==> src/rtl/sdpram_lut_reader_if.sv <==
// Bundle of the reader's command, RAM read-port and output-stream signals.
// master = the reader engine; slave = the surrounding RAM/producer/consumer side.
interface sdpram_lut_reader_if #(
    parameter int DATA_W = 32,
    parameter int ADDR_W = 6
);
    logic              cmd_valid;
    logic              cmd_ready;
    logic [ADDR_W-1:0] cmd_addr;
    logic [ADDR_W-1:0] cmd_len;
    logic              cmd_err;
    logic              ram_enb;
    logic [ADDR_W-1:0] ram_addrb;
    logic [DATA_W-1:0] ram_doutb;
    logic              m_valid;
    logic              m_ready;
    logic [DATA_W-1:0] m_data;
    logic              m_last;
    logic              busy;

    modport master (
        input  cmd_valid, cmd_addr, cmd_len, ram_doutb, m_ready,
        output cmd_ready, cmd_err, ram_enb, ram_addrb, m_valid, m_data, m_last, busy
    );

    modport slave (
        output cmd_valid, cmd_addr, cmd_len, ram_doutb, m_ready,
        input  cmd_ready, cmd_err, ram_enb, ram_addrb, m_valid, m_data, m_last, busy
    );
endinterface

==> src/rtl/sdpram_lut_reader.sv <==
// Burst read engine for a zero-latency LUT RAM: walks a wrapping address range
// and streams the words through a single registered valid/ready output stage.
module sdpram_lut_reader #(
    parameter int DATA_W = 32,
    parameter int ADDR_W = 6,
    parameter int DEPTH  = 48
) (
    input logic                 clk,
    input logic                 rst_n,
    sdpram_lut_reader_if.master bus
);

    localparam logic [1:0] S_IDLE  = 2'd0;
    localparam logic [1:0] S_READ  = 2'd1;
    localparam logic [1:0] S_DRAIN = 2'd2;

    localparam logic [ADDR_W-1:0] LAST_ADDR = ADDR_W'(DEPTH - 1);

    logic [1:0]        state;
    logic [ADDR_W-1:0] ptr;
    logic [ADDR_W-1:0] remaining;
    logic              out_valid;
    logic              out_last;
    logic [DATA_W-1:0] out_data;
    logic              err_pulse;
    logic              load;
    logic              cmd_ok;

    // Compare at 32 bits so the range check stays correct for any DEPTH.
    assign cmd_ok = (int'(bus.cmd_addr) < DEPTH) && (int'(bus.cmd_len) < DEPTH);

    // A read fires whenever the output register is empty or being drained this cycle.
    assign load = (state == S_READ) && (!out_valid || bus.m_ready);

    assign bus.cmd_ready = (state == S_IDLE);
    assign bus.busy      = (state == S_READ) || (state == S_DRAIN);
    assign bus.ram_enb   = load;
    assign bus.ram_addrb = ptr;
    assign bus.m_valid   = out_valid;
    assign bus.m_data    = out_data;
    assign bus.m_last    = out_last;
    assign bus.cmd_err   = err_pulse;

    // NOTE: all state uses non-blocking assignments so every register samples
    // pre-edge values, matching the zero-latency RAM read that feeds out_data.
    always_ff @(posedge clk or negedge rst_n) begin
        if (!rst_n) begin
            state     <= S_IDLE;
            ptr       <= '0;
            remaining <= '0;
            err_pulse <= 1'b0;
        end else begin
            err_pulse <= 1'b0;
            case (state)
                S_IDLE: begin
                    if (bus.cmd_valid) begin
                        if (cmd_ok) begin
                            ptr       <= bus.cmd_addr;
                            remaining <= bus.cmd_len;
                            state     <= S_READ;
                        end else begin
                            err_pulse <= 1'b1;
                        end
                    end
                end
                S_READ: begin
                    if (load) begin
                        ptr <= (ptr == LAST_ADDR) ? '0 : ptr + ADDR_W'(1);
                        if (remaining == '0) begin
                            state <= S_DRAIN;
                        end else begin
                            remaining <= remaining - ADDR_W'(1);
                        end
                    end
                end
                S_DRAIN: begin
                    if (out_valid && bus.m_ready) begin
                        state <= S_IDLE;
                    end
                end
                default: state <= S_IDLE;
            endcase
        end
    end

    // Output stage: data and last only change on a load, so they hold under backpressure.
    always_ff @(posedge clk or negedge rst_n) begin
        if (!rst_n) begin
            out_valid <= 1'b0;
            out_last  <= 1'b0;
            out_data  <= '0;
        end else if (load) begin
            out_valid <= 1'b1;
            out_last  <= (remaining == '0);
            out_data  <= bus.ram_doutb;
        end else if (out_valid && bus.m_ready) begin
            out_valid <= 1'b0;
        end
    end

endmodule
==> src/flat_wrapper.sv <==
// flat-port wrapper written by rule: the top's interface ports become plain ports
module sdpram_lut_reader_flat 
#(
    parameter int DATA_W = 32,
    parameter int ADDR_W = 6,
    parameter int DEPTH  = 48
)
  (clk, rst_n, bus_cmd_valid, bus_cmd_addr, bus_cmd_len, bus_ram_doutb, bus_m_ready, bus_cmd_ready, bus_cmd_err, bus_ram_enb, bus_ram_addrb, bus_m_valid, bus_m_data, bus_m_last, bus_busy);
  sdpram_lut_reader_if #(.DATA_W(DATA_W), .ADDR_W(ADDR_W)) bus_i ();
  input logic clk;
  input logic rst_n;
  input wire logic [$bits(bus_i.cmd_valid)-1:0] bus_cmd_valid;
  input wire logic [$bits(bus_i.cmd_addr)-1:0] bus_cmd_addr;
  input wire logic [$bits(bus_i.cmd_len)-1:0] bus_cmd_len;
  input wire logic [$bits(bus_i.ram_doutb)-1:0] bus_ram_doutb;
  input wire logic [$bits(bus_i.m_ready)-1:0] bus_m_ready;
  output wire logic [$bits(bus_i.cmd_ready)-1:0] bus_cmd_ready;
  output wire logic [$bits(bus_i.cmd_err)-1:0] bus_cmd_err;
  output wire logic [$bits(bus_i.ram_enb)-1:0] bus_ram_enb;
  output wire logic [$bits(bus_i.ram_addrb)-1:0] bus_ram_addrb;
  output wire logic [$bits(bus_i.m_valid)-1:0] bus_m_valid;
  output wire logic [$bits(bus_i.m_data)-1:0] bus_m_data;
  output wire logic [$bits(bus_i.m_last)-1:0] bus_m_last;
  output wire logic [$bits(bus_i.busy)-1:0] bus_busy;
  assign bus_i.cmd_valid = bus_cmd_valid;
  assign bus_i.cmd_addr = bus_cmd_addr;
  assign bus_i.cmd_len = bus_cmd_len;
  assign bus_i.ram_doutb = bus_ram_doutb;
  assign bus_i.m_ready = bus_m_ready;
  assign bus_cmd_ready = bus_i.cmd_ready;
  assign bus_cmd_err = bus_i.cmd_err;
  assign bus_ram_enb = bus_i.ram_enb;
  assign bus_ram_addrb = bus_i.ram_addrb;
  assign bus_m_valid = bus_i.m_valid;
  assign bus_m_data = bus_i.m_data;
  assign bus_m_last = bus_i.m_last;
  assign bus_busy = bus_i.busy;
  sdpram_lut_reader #(.DATA_W(DATA_W), .ADDR_W(ADDR_W), .DEPTH(DEPTH)) u_core (.clk(clk), .rst_n(rst_n), .bus(bus_i));
endmodule
==> config.mk <==
export PLATFORM = sky130hd
export DESIGN_NAME = sdpram_lut_reader_flat
export DESIGN_NICKNAME = d
export VERILOG_FILES = /design/src/rtl/sdpram_lut_reader_if.sv /design/src/rtl/sdpram_lut_reader.sv /design/src/flat_wrapper.sv
export SDC_FILE = /design/constraint.sdc
export NUM_CORES = 1
export LEC_CHECK = 0
export BUFFER_PORTS_ARGS = -buffer_cell sky130_fd_sc_hd__buf_4
export CORE_MARGIN = 4
export CORE_UTILIZATION = 50
export CTS_BUF_LIST = sky130_fd_sc_hd__clkbuf_2
export CTS_CLUSTER_DIAMETER = 30
export DETAILED_ROUTE_END_ITERATION = 8
export GPL_ROUTABILITY_DRIVEN = 0
export HOLD_SLACK_MARGIN = 0.03
export MAX_ROUTING_LAYER = met4
export PLACE_DENSITY_LB_ADDON = 0.15
export SYNTH_ARGS = -nofsm -noshare
export SYNTH_HDL_FRONTEND = slang
export SYNTH_SLANG_ARGS = --single-unit
==> constraint.sdc <==
create_clock -name clk -period 2.66 [get_ports clk]
set_input_delay 0.133 -clock clk [delete_from_list [all_inputs] [get_ports clk]]
set_output_delay 0.133 -clock clk [all_outputs]
set_load 0.005 [all_outputs]
==> impl_metrics.tcl <==
set metrics [dict create \
    synthArstFlopShare_pct 100 \
    worstMarginPinSlew_ns 0.629 \
    hold_viol 0 \
    synth_compound_area_share_pct 13.4 \
    multi_input_area_um2 1000 \
    ys_warn_count 0 \
    insertion_delay_ns 0.44 \
    endpoint_kind "output port" \
    r2r-end "u_core.remaining[1]" \
    clockPowerShare_pct 11.4 \
    layout-drive-gt1-share_pct 42.9 \
    final_cell_mix "buf_4 (96), dfrtp_1 (49), dlygate4sd3_1 (45)" \
    start_util_pct 52.2 \
    grt_max_degree 50 \
    clk_pin_slew_ns 0.23 \
    hold_path_depth 4 \
    dp_hpwl_um 4040 \
    first_iter_violations 124 \
    power.switching_mw 1.25 \
    synth_top_family_by_area "multiplexers" \
    power_frac_seq_pct 38.3 \
    synthFlopType "dfrtp_1" \
    die_x_um 75.9 \
    synth.distinct_cells 48 \
    cts_sinks 49 \
    arrival_ns 2.06 \
    r2r-start "u_core.remaining[0]" \
    nets 384 \
    portBuffers 91 \
    route.detailed.drc 0 \
    syn_area_um2 2300 \
    synth_simple_gate_area_share_pct 9.83 \
    layout_commonest_cell "buf_4" \
    die_area_um2 5760 \
    syn_area_per_cell_um2 12.2 \
    setup_slack_ns 0.467 \
    cts_buffers 5 \
    status "finished, final reports clean" \
    cts_setup_buffers 0 \
    avgViaCountPerCell 5.44 \
    netlist_instances 189 \
    track_usage_pct 22.6 \
    p_int_mw 2.29 \
    cts_tree "done" \
    synth_edf_count 0 \
    required_ns 2.53 \
    overflow 0 \
    fill_cells 275 \
    cts_max_path_buffers 2 \
    die_y_um 75.9 \
    regArea_um2 1230 \
    min_from "bus_cmd_addr[5]" \
    critical_path_class "flip-flop to output port" \
    r2r_cells 6 \
    drv_slew 0 \
    hold_path_end "u_core.bus.ram_addrb[5]" \
    cp_max_fo 16 \
    area_growth_pct 55.0 \
    ys_seq_area_share_pct 53.2 \
    fmax_ghz 0.456 \
    h-tree-depth 2 \
    ys_ff_latch 49 \
    synth-xor-area-share_pct 0 \
    dpl_worst_slack_ns 0.515 \
    wl_um 6200 \
    synthAdderAreaFrac_pct 3.26 \
    fin_crit_sh_pct 82.5 \
    rsz0062_at_grt "no" \
    synth_top_area_share_pct 53.2 \
    combPwrFrac_pct 50.3 \
    min_path_type "input pin to flip-flop" \
    leakage_nw 1.70 \
    power.density_nw_per_um2 992 \
    synthMuxAreaShare_pct 17.0 \
    ff2ff_setup_slack_ns 0.48 \
    max-vdd-ir-drop_uv 626 \
    cts_resized 0 \
    n_antenna_cell 0 \
    antenna_found_initial 0 \
    grt_pass1_vias 2065 \
    rows 24 \
    num_io_pins 92 \
    vias 2083 \
    cts_root_buffer "clkbuf_2" \
    ant_nets 0 \
    swShare_pct 35.3 \
    drv_cap 0 \
    synth.area.top_cells "dfrtp_1 (53%), mux2_2 (16%), ha_1 (3.3%)" \
    final.min_clock_period_ns 2.19 \
    synth_nets 243 \
    firstDrtPassIters 4 \
    wire_per_inst_um 16.2 \
    setup_violations 0 \
    grt_first_pass_wirelength_um 9550 \
    cp-start-kind "flip-flop" \
    fp.coreArea_um2 4410 \
    finalSetupTns_ns 0 \
    relSlewSlack_pct 58.1 \
    synth_area_leader_cell "dfrtp_1" \
    finalClockSkew_ns 0.0211 \
]
-- repair_timing --
action	4_1_cts	5_1_grt
hold buffers	45	0
setup endpoints to repair	0	0
endpoints found under the hold margin	94	0
-- worst max-delay path, stage by stage, from the launching register on --
cell and delay [ns]:
dfrtp_1 0.45, inv_1 0.08, ha_1 0.36, buf_4 0.27
nand2_1 0.09, buf_4 0.21, inv_1 0.07, buf_4 0.10
-- power by group through the flow --
stage / clock, mW / sequential (mW) / combinational, mW
2_1_floorplan: 0 / 1.35 / 0.900
3_3_place_gp: 0 / 1.34 / 1.69
3_5_place_dp: 0 / 1.37 / 1.73
4_1_cts: 0.423 / 1.35 / 1.78
5_1_grt: 0.452 / 1.40 / 1.94
6_report: 0.405 / 1.36 / 1.78
-- Yosys cell counts, types with 2 or more instances --
| cell | number |
|---|---|
| dfrtp_1 | 49 |
| mux2_2 | 33 |
| nand2_1 | 16 |
| inv_1 | 9 |
| o21ai_0 | 9 |
| a21oi_1 | 6 |
| ha_1 | 6 |
| buf_2 | 3 |
| clkbuf_1 | 3 |
| nand3_1 | 3 |
| nand4b_1 | 3 |
| nor2_1 | 3 |
| a211oi_2 | 2 |
| a22oi_1 | 2 |
| a31oi_1 | 2 |
| and3_1 | 2 |
| and4_4 | 2 |
| mux2i_1 | 2 |
| nor4_1 | 2 |
| o221ai_1 | 2 |
| o32a_1 | 2 |
| o32ai_1 | 2 |
-- cells by family (layout without fill, tap and decap cells) --
group,count (synthesis),count (layout)
buffers and inverters,17,159
DFF,49,49
muxes,35,35
adders and majority gates,6,6
and+or+nand+nor,40,40
AOI/OAI and AO/OA,42,42
-- worst max-delay path by stage --
| stage | start | end | slack (ns) | cells after the start |
|---|---|---|---|---|
| 2_1_floorplan | u_core.remaining[0] | u_core.state[0] | 0.70 | 7 |
| 3_5_place_dp | u_core.remaining[0] | u_core.state[0] | 0.51 | 6 |
| 3_3_place_gp | u_core.remaining[0] | u_core.state[0] | 0.59 | 6 |
| 4_1_cts | u_core.state[1] | bus_ram_enb | 0.45 | 7 |
| 5_1_grt | u_core.state[1] | bus_ram_enb | 0.26 | 7 |
| 6_report | u_core.state[1] | bus_ram_enb | 0.47 | 7 |
-- cell type report --
type                            instances  share of cell area (%)
Clock inverter                          3                    1.23
Sequential cell                        49                    34.3
Clock buffer                            5                   0.701
Timing Repair Buffer                  141                    32.8
Tap cell                               52                    1.82
Inverter                               10                    1.05
Multi-Input combinational cell        123                    28.1
-- metrics by stage --
| step | instance area (µm²) | utilization [%] | hold slack, ns | std cells | total power, mW |
|---|---|---|---|---|---|
| 2_1_floorplan | 2300 | - | -0.163 | 189 | 2.25 |
| 3_3_place_gp | 3050 | 69.1 | 0.192 | 330 | 3.03 |
| 3_5_place_dp | 3050 | 69.1 | 0.193 | 330 | 3.09 |
| 4_1_cts | 3570 | 80.9 | 0.0471 | 383 | 3.55 |
| 5_1_grt | 3570 | 80.9 | 0.0388 | 383 | 3.80 |
| 6_report | 3570 | 80.9 | 0.0760 | 383 | 3.54 |
-- registers in the layout (all words and copies together) (netlist names) --
register and flops:
u_core.bus.m_valid 1, u_core.bus.m_data 32, u_core.bus.cmd_err 1, u_core.bus.ram_addrb 6, u_core.state 2, u_core.bus.m_last 1
u_core.remaining 6
-- layer usage --
| metal | part of all wire [%] | routed length (µm) | track usage [%] | up-vias |
|---|---|---|---|---|
| met4 | 1.2 | 76 | 6.60 | 0 |
| met3 | 7.3 | 450 | 5.67 | 9 |
| met1 | 39 | 2400 | 26.1 | 999 |
| li1 | - | - | - | 985 |
| met5 | 0 | 0 | - | - |
| met2 | 53 | 3270 | 38.5 | 90 |
No activity file was read; power rests on OpenSTA's default activity.
